## config.mk

```make
export PLATFORM = sky130hd
export DESIGN_NAME = tdm_slot_sampler_flat
export DESIGN_NICKNAME = d
export VERILOG_FILES = /design/src/rtl/tdm_slot_if.sv /design/src/rtl/tdm_slot_sampler.sv /design/src/flat_wrapper.sv
export SDC_FILE = /design/constraint.sdc
export NUM_CORES = 1
export LEC_CHECK = 0
export BUFFER_PORTS_ARGS = -buffer_cell sky130_fd_sc_hd__buf_2
export CAP_MARGIN = 20
export CORE_ASPECT_RATIO = 1.1
export CORE_MARGIN = 2
export CORE_UTILIZATION = 30
export DETAILED_ROUTE_END_ITERATION = 16
export PLACE_DENSITY_LB_ADDON = 0.1
export SYNTH_ARGS = -nofsm -noshare
export SYNTH_HDL_FRONTEND = slang
export SYNTH_SLANG_ARGS = --single-unit
```

## constraint.sdc

```tcl
create_clock -name clk -period 7.25 [get_ports clk]
set_input_delay 1.45 -clock clk [delete_from_list [all_inputs] [get_ports clk]]
set_output_delay 1.45 -clock clk [all_outputs]
set_load 0.02 [all_outputs]
```

## src/rtl/tdm_slot_if.sv

```systemverilog
// tdm_slot_if: phase/data inputs and frame handshake outputs of the TDM slot sampler
interface tdm_slot_if #(parameter int N = 4, parameter int W = 8, parameter int CW = 8);
  logic [N-1:0] phase;
  logic [W-1:0] data_in;
  logic frame_ready;
  logic frame_valid;
  logic [N*W-1:0] frame_data;
  logic phase_err;
  logic overflow;
  logic [CW-1:0] frame_cnt;
  modport master(output phase, data_in, frame_ready, input frame_valid, frame_data, phase_err, overflow, frame_cnt);
  modport slave(input phase, data_in, frame_ready, output frame_valid, frame_data, phase_err, overflow, frame_cnt);
endinterface

```

## src/rtl/tdm_slot_sampler.sv

```systemverilog
// tdm_slot_sampler: captures one word per one-hot phase slot, emits N-slot frames over valid/ready
module tdm_slot_sampler #(parameter int N = 4, parameter int W = 8, parameter int CW = 8) (
  input logic clk,
  input logic reset,
  tdm_slot_if.slave bus
);
  typedef enum logic {HUNT, COLLECT} state_t;
  state_t state, state_n;
  logic [N-1:0] mask, mask_n;
  logic [N-1:0][W-1:0] slot, slot_n, frame_q, frame_n;
  logic valid_q, valid_n, err_q, err_n, ovf_q, ovf_n;
  logic [CW-1:0] cnt_q;
  logic onehot, capture, complete, accept;
  assign onehot = $onehot(bus.phase);
  assign accept = valid_q & bus.frame_ready;
  assign capture = onehot && (state == COLLECT || bus.phase[0]);
  always_comb begin
    state_n = state;
    mask_n = mask;
    slot_n = slot;
    frame_n = frame_q;
    valid_n = accept ? 1'b0 : valid_q;
    err_n = 1'b0;
    ovf_n = 1'b0;
    complete = 1'b0;
    if (!onehot) begin
      err_n = 1'b1;
      mask_n = '0;
      state_n = HUNT;
    end else if (capture) begin
      for (int i = 0; i < N; i++) if (bus.phase[i]) slot_n[i] = bus.data_in;
      complete = bus.phase[1] && &(mask | bus.phase);
      mask_n = complete ? '0 : bus.phase[0] ? bus.phase : mask | bus.phase;
      state_n = COLLECT;
    end
    if (complete && valid_q && !bus.frame_ready) ovf_n = 1'b1;
    else if (complete) begin
      frame_n = slot_n;
      valid_n = 1'b1;
    end
  end
  always_ff @(posedge clk) begin
    if (!reset) begin
      state <= HUNT;
      mask <= '0;
      slot <= '0;
      frame_q <= '0;
      valid_q <= 1'b0;
      err_q <= 1'b0;
      ovf_q <= 1'b0;
      cnt_q <= '0;
    end else begin
      state <= state_n;
      mask <= mask_n;
      slot <= slot_n;
      frame_q <= frame_n;
      valid_q <= valid_n;
      err_q <= err_n;
      ovf_q <= ovf_n;
      cnt_q <= cnt_q + CW'(accept);
    end
  end
  assign bus.frame_valid = valid_q;
  assign bus.frame_data = frame_q;
  assign bus.phase_err = err_q;
  assign bus.overflow = ovf_q;
  assign bus.frame_cnt = cnt_q;
endmodule

```

## src/flat_wrapper.sv

```systemverilog
// flat-port wrapper written by rule: the top's interface ports become plain ports
module tdm_slot_sampler_flat 
#(parameter int N = 4, parameter int W = 8, parameter int CW = 8)
  (clk, reset, bus_phase, bus_data_in, bus_frame_ready, bus_frame_valid, bus_frame_data, bus_phase_err, bus_overflow, bus_frame_cnt);
  tdm_slot_if #(.N(N), .W(W), .CW(CW)) bus_i ();
  input logic clk;
  input logic reset;
  input wire logic [$bits(bus_i.phase)-1:0] bus_phase;
  input wire logic [$bits(bus_i.data_in)-1:0] bus_data_in;
  input wire logic [$bits(bus_i.frame_ready)-1:0] bus_frame_ready;
  output wire logic [$bits(bus_i.frame_valid)-1:0] bus_frame_valid;
  output wire logic [$bits(bus_i.frame_data)-1:0] bus_frame_data;
  output wire logic [$bits(bus_i.phase_err)-1:0] bus_phase_err;
  output wire logic [$bits(bus_i.overflow)-1:0] bus_overflow;
  output wire logic [$bits(bus_i.frame_cnt)-1:0] bus_frame_cnt;
  assign bus_i.phase = bus_phase;
  assign bus_i.data_in = bus_data_in;
  assign bus_i.frame_ready = bus_frame_ready;
  assign bus_frame_valid = bus_i.frame_valid;
  assign bus_frame_data = bus_i.frame_data;
  assign bus_phase_err = bus_i.phase_err;
  assign bus_overflow = bus_i.overflow;
  assign bus_frame_cnt = bus_i.frame_cnt;
  tdm_slot_sampler #(.N(N), .W(W), .CW(CW)) u_core (.clk(clk), .reset(reset), .bus(bus_i));
endmodule
```

Word-level counts from Yosys, hierarchy flattened. Cells that the tools add are included.

Word-level logic and storage cells: 46. Output and inout port bits: 43. Flip-flop bits (word level): 80.

Bitwise logic cells: 3. Multiplexer cells: 15. Reduce and logical (&&, ||, !) cells: 9. $add $sub $neg: 4. Equality and inequality tests: 1.

Operator list (count): $mux W32 (2); $mux W8 (4); $add A8 B1 Y8 (1); $mux W4 (2); $mux W1 (7); $add A1 B1 Y2 (2); $logic_and A1 B1 Y1 (4); $or A4 B4 Y4 (1); $reduce_and A2 Y1 (2); $reduce_and A4 Y1 (1); $add A3 B3 Y3 (1); $eq A3 B1 Y1 const B (1); $and A1 B1 Y1 (1); $logic_not A1 Y1 (1); $logic_or A1 B1 Y1 (1); $not A1 Y1 (1).

Longest topological paths before layout.
Depth in word-level cells: 10. Mapped depth: 9.

Worst setup path after synthesis. Ideal clock, no wire load.

Kind: input to register. Start point: input port bus_phase[2]. End point: register u_core.frame_q, in the netlist u_core.bus.frame_data[18]. Cell stages on the path: 8. Setup slack: 3.656 ns. Library setup time: 0.140 ns. Data required time: 7.110 ns. Data arrival time: 3.454 ns. Cell sequence: ha_1 -> ha_1 -> fa_1 -> or3b_1 -> buf_6 -> nor2_8 -> mux2i_1 -> a211oi_2.

Cells in the longest elaborated chain, start to end: 10. Elaborated cells between the ends (all ways): 16. Those cells by class: add/sub (2); eq/ne (1); mux (5); bitwise (2); reduce/logical (6).

Ends and longest elaborated chain: start, declared (line flat_wrapper.sv:8) `input wire logic [$bits(bus_i.phase)-1:0] bus_phase;`; $add A1 B1 Y2 (not written as such) (line tdm_slot_sampler.sv:14) `assign onehot = $onehot(bus.phase);`; $add A3 B3 Y3 (not written as such) (line tdm_slot_sampler.sv:14); $eq A3 B1 Y1 (line tdm_slot_sampler.sv:14); $logic_and A1 B1 Y1 (line tdm_slot_sampler.sv:16) `assign capture = onehot && (state == COLLECT || bus.phase[0]);`; $mux W1 (line tdm_slot_sampler.sv:30) `end else if (capture) begin`; $mux W1 (line tdm_slot_sampler.sv:26) `if (!onehot) begin`; $logic_and A1 B1 Y1 (2 in series) (line tdm_slot_sampler.sv:36) `if (complete && valid_q && !bus.frame_ready) ovf_n = 1'b1;`; $not A1 Y1 (no source line); $reduce_and A2 Y1 (no source line); end signal, assigned (line tdm_slot_sampler.sv:56) `frame_q <= frame_n;`; end, declared (line tdm_slot_sampler.sv:10) `logic [N-1:0][W-1:0] slot, slot_n, frame_q, frame_n;`.

Several ways; a longest one is shown, not always the timed one. A chain may end at the register's enable or synchronous reset.

Worst setup path after layout.
Start point: input port bus_phase[0]. End point: register u_core.frame_q, in the netlist u_core.bus.frame_data[7].

The elaborated chain is that of the path after synthesis.

==> metrics <==
Post-synth top flop=dfxtp_1; Residual DRC=0; H-tree depth=3; gr ovfl total=0; clk root buf=clkbuf_8; commonest non-fill, non-tap cell in the layout=dfxtp_1; first-pass GRT wire length=10.9 mm; diodes inserted=0; syn_nets=289; total CTS buffers=9; worst path cell trace=buf_2 -> ha_1 -> ha_1 -> fa_1 -> nor3b_2 -> nand4_1 -> nor2_4 -> a211oi_1; crit path launch type=input pin; Max Cap Viol=0; status=finished clean; Setup violations, final=0; Synth Warn #=0; worst hold margin=0.487 ns; placer congestion estimate=0.701; CTS max path bufs=2; clock-pin slew on the worst setup and hold paths=0.08 ns; Die Height=106 um; post-layout util=36.2%; FMAX=237 MHz; port buffer count=57; clk_skew=0.0115 ns; final instance area=0.00335 mm2; share of cells above drive strength 1=30.2%; Slew HR=45.4%; pre-CTS setup slack=2.65 ns; syn_area_per_cell=10.5 um2; crit path DAT=4.40 ns; post-CTS resize count=0; hold path depth=2; worst flop-to-flop path endpoint=u_core.bus.frame_data[7]; EDFF count, synth=0; endpoint class of the critical path=flop; reg2reg setup slack=5.07 ns; start of the worst register-to-register path=u_core.state; worst hold start=u_core.bus.frame_data[9]; synth unique cells=36; first-pass iteration count of the detailed router=4; Hold Crit Class=flop to flop; crit-path most repeated cell=ha_1; slowest CP cell=nor2_4; Power Density=250 mW/mm2; setup TNS=0 ns; worst slew pin tran=0.817 ns; RSZ-0062 raised after global routing=no; vias=2097; largest net degree at the start of global routing=59; WL/cell=15.4 um; Nets=340; CP max stage delay=0.82 ns; die width=96.5 um; worst hold endpoint=u_core.bus.frame_data[9]; total core area=0.00926 mm2; worst r2r path cells=4; CTS tree=yes; synthesized instance count=268; HPWL Detailed=4.33 mm; crit-path max FO=24; worst vdd ir=0.0832 mV; most frequent cells in the layout=71 x dfxtp_1, 57 x buf_2, 35 x a21oi_1; dpl cell area=0.00313 mm2; initial antenna violation count=0; hold buffer count at CTS=0; synthesis-to-finish area growth=18.7%; Detail Route Antenna Nets=0; Tcrit/Tclk final=58.2%; IO Pins=58; setup slack after layout=3.03 ns; clock sink count=71; synthesized cell area=0.00282 mm2; Initial Util=30.5%; Setup Fix Bufs, Post-CTS=0; GRT Total Usage=14.2%; # rows=37; vias per cell=4.76; Static Leak=1.39 nW; number of DRC markers in iteration 0=102; WS Path Type=input pin to flop; sequential area share after synthesis=50.4%; flops & latches, synth=71; full die area=0.0102 mm2; final hold vios=0; Routed WL=6.79 mm; min Tclk post-route=4.22 ns; Slew Viols, Final=0; FFs w/ async S/R, synth=0%; clock latency on the worst-skew pair=0.35 ns; vias in the first global route=2066; worst endpoint required time=7.44 ns
worst max path at each step:
stage	startpoint	to	depth (start not counted)
after floorplan	bus_phase[2]	u_core.bus.frame_data[18]	8
after global placement	bus_phase[0]	u_core.bus.frame_data[5]	8
after detailed placement	bus_phase[0]	u_core.bus.frame_data[3]	8
after CTS	bus_phase[0]	u_core.bus.frame_data[3]	8
after global routing	bus_phase[0]	u_core.bus.frame_data[1]	8
final	bus_phase[0]	u_core.bus.frame_data[7]	8
layer usage:
layer  track usage [%]  up-vias  routed length (um)
met5                 0        -                   0
met4              5.43        0                  95
met3              3.86        8                 300
met2              22.4       40                3210
met1              18.1     1004                3180
li1                  -     1045                   -
kinds of logic after synthesis:
kind of cell / share of synthesized area, %
XOR/XNOR: 1.86
flip-flops: 50.4
AND/OR/NAND/NOR: 12.0
AO/OA/AOI/OAI: 18.6
adder cells (fa/ha/maj): 2.93
buffers and inverters: 5.72
multiplexers: 8.51
cell type report:
cell class                      instances  area (um2)
Fill cell                            1000        5910
Multi-Input combinational cell        174        1240
Inverter                                3        11.3
Sequential cell                        71        1420
Tap cell                              117         146
Clock buffer                           13         159
Timing Repair Buffer                   60         308
Clock inverter                          3        65.1
power by group:
part           switching [W]  internal (W)
registers         0.00000381      0.000401
logic              0.0000486     0.0000260
clock network       0.000144      0.000212
state kept, by name, indices dropped and copies added, names as in the netlist:
register / count
u_core.bus.frame_valid: 1
u_core.bus.frame_data: 32
u_core.bus.phase_err: 1
u_core.state: 1
u_core.mask: 3
u_core.bus.overflow: 1
u_core.slot: 24
u_core.bus.frame_cnt: 8
through the flow:
stage,power [W],std cells
floorplan,0.000470,268
finish,0.000836,441
global route,0.000874,441
CTS,0.000849,441
detailed placement,0.000490,425
global placement,0.000489,425
worst max-delay path, delay by kind of cell:
family                   cells  cell delay, ns
AND/OR/NAND/NOR              3            1.65
AO/OA/AOI/OAI                1            0.16
buffers and inverters        1            0.15
adder cells (fa/ha/maj)      3            0.96
Yosys cell counts, drive strengths merged, types with 3 or more instances:
cell type	count	area share, %
nor2	37	6.3
a211oi	24	9.2
buf	10	3.3
dfxtp	71	50
and2	3	0.67
ha	5	2.2
inv	3	0.40
nand3	13	2.3
o21ai	13	2.6
xor2	4	1.2
mux2i	24	8.5
clkbuf	6	0.80
dlygate4sd1	4	1.2
a21oi	35	6.2
Note: power is estimated with default switching activity, not from simulation.
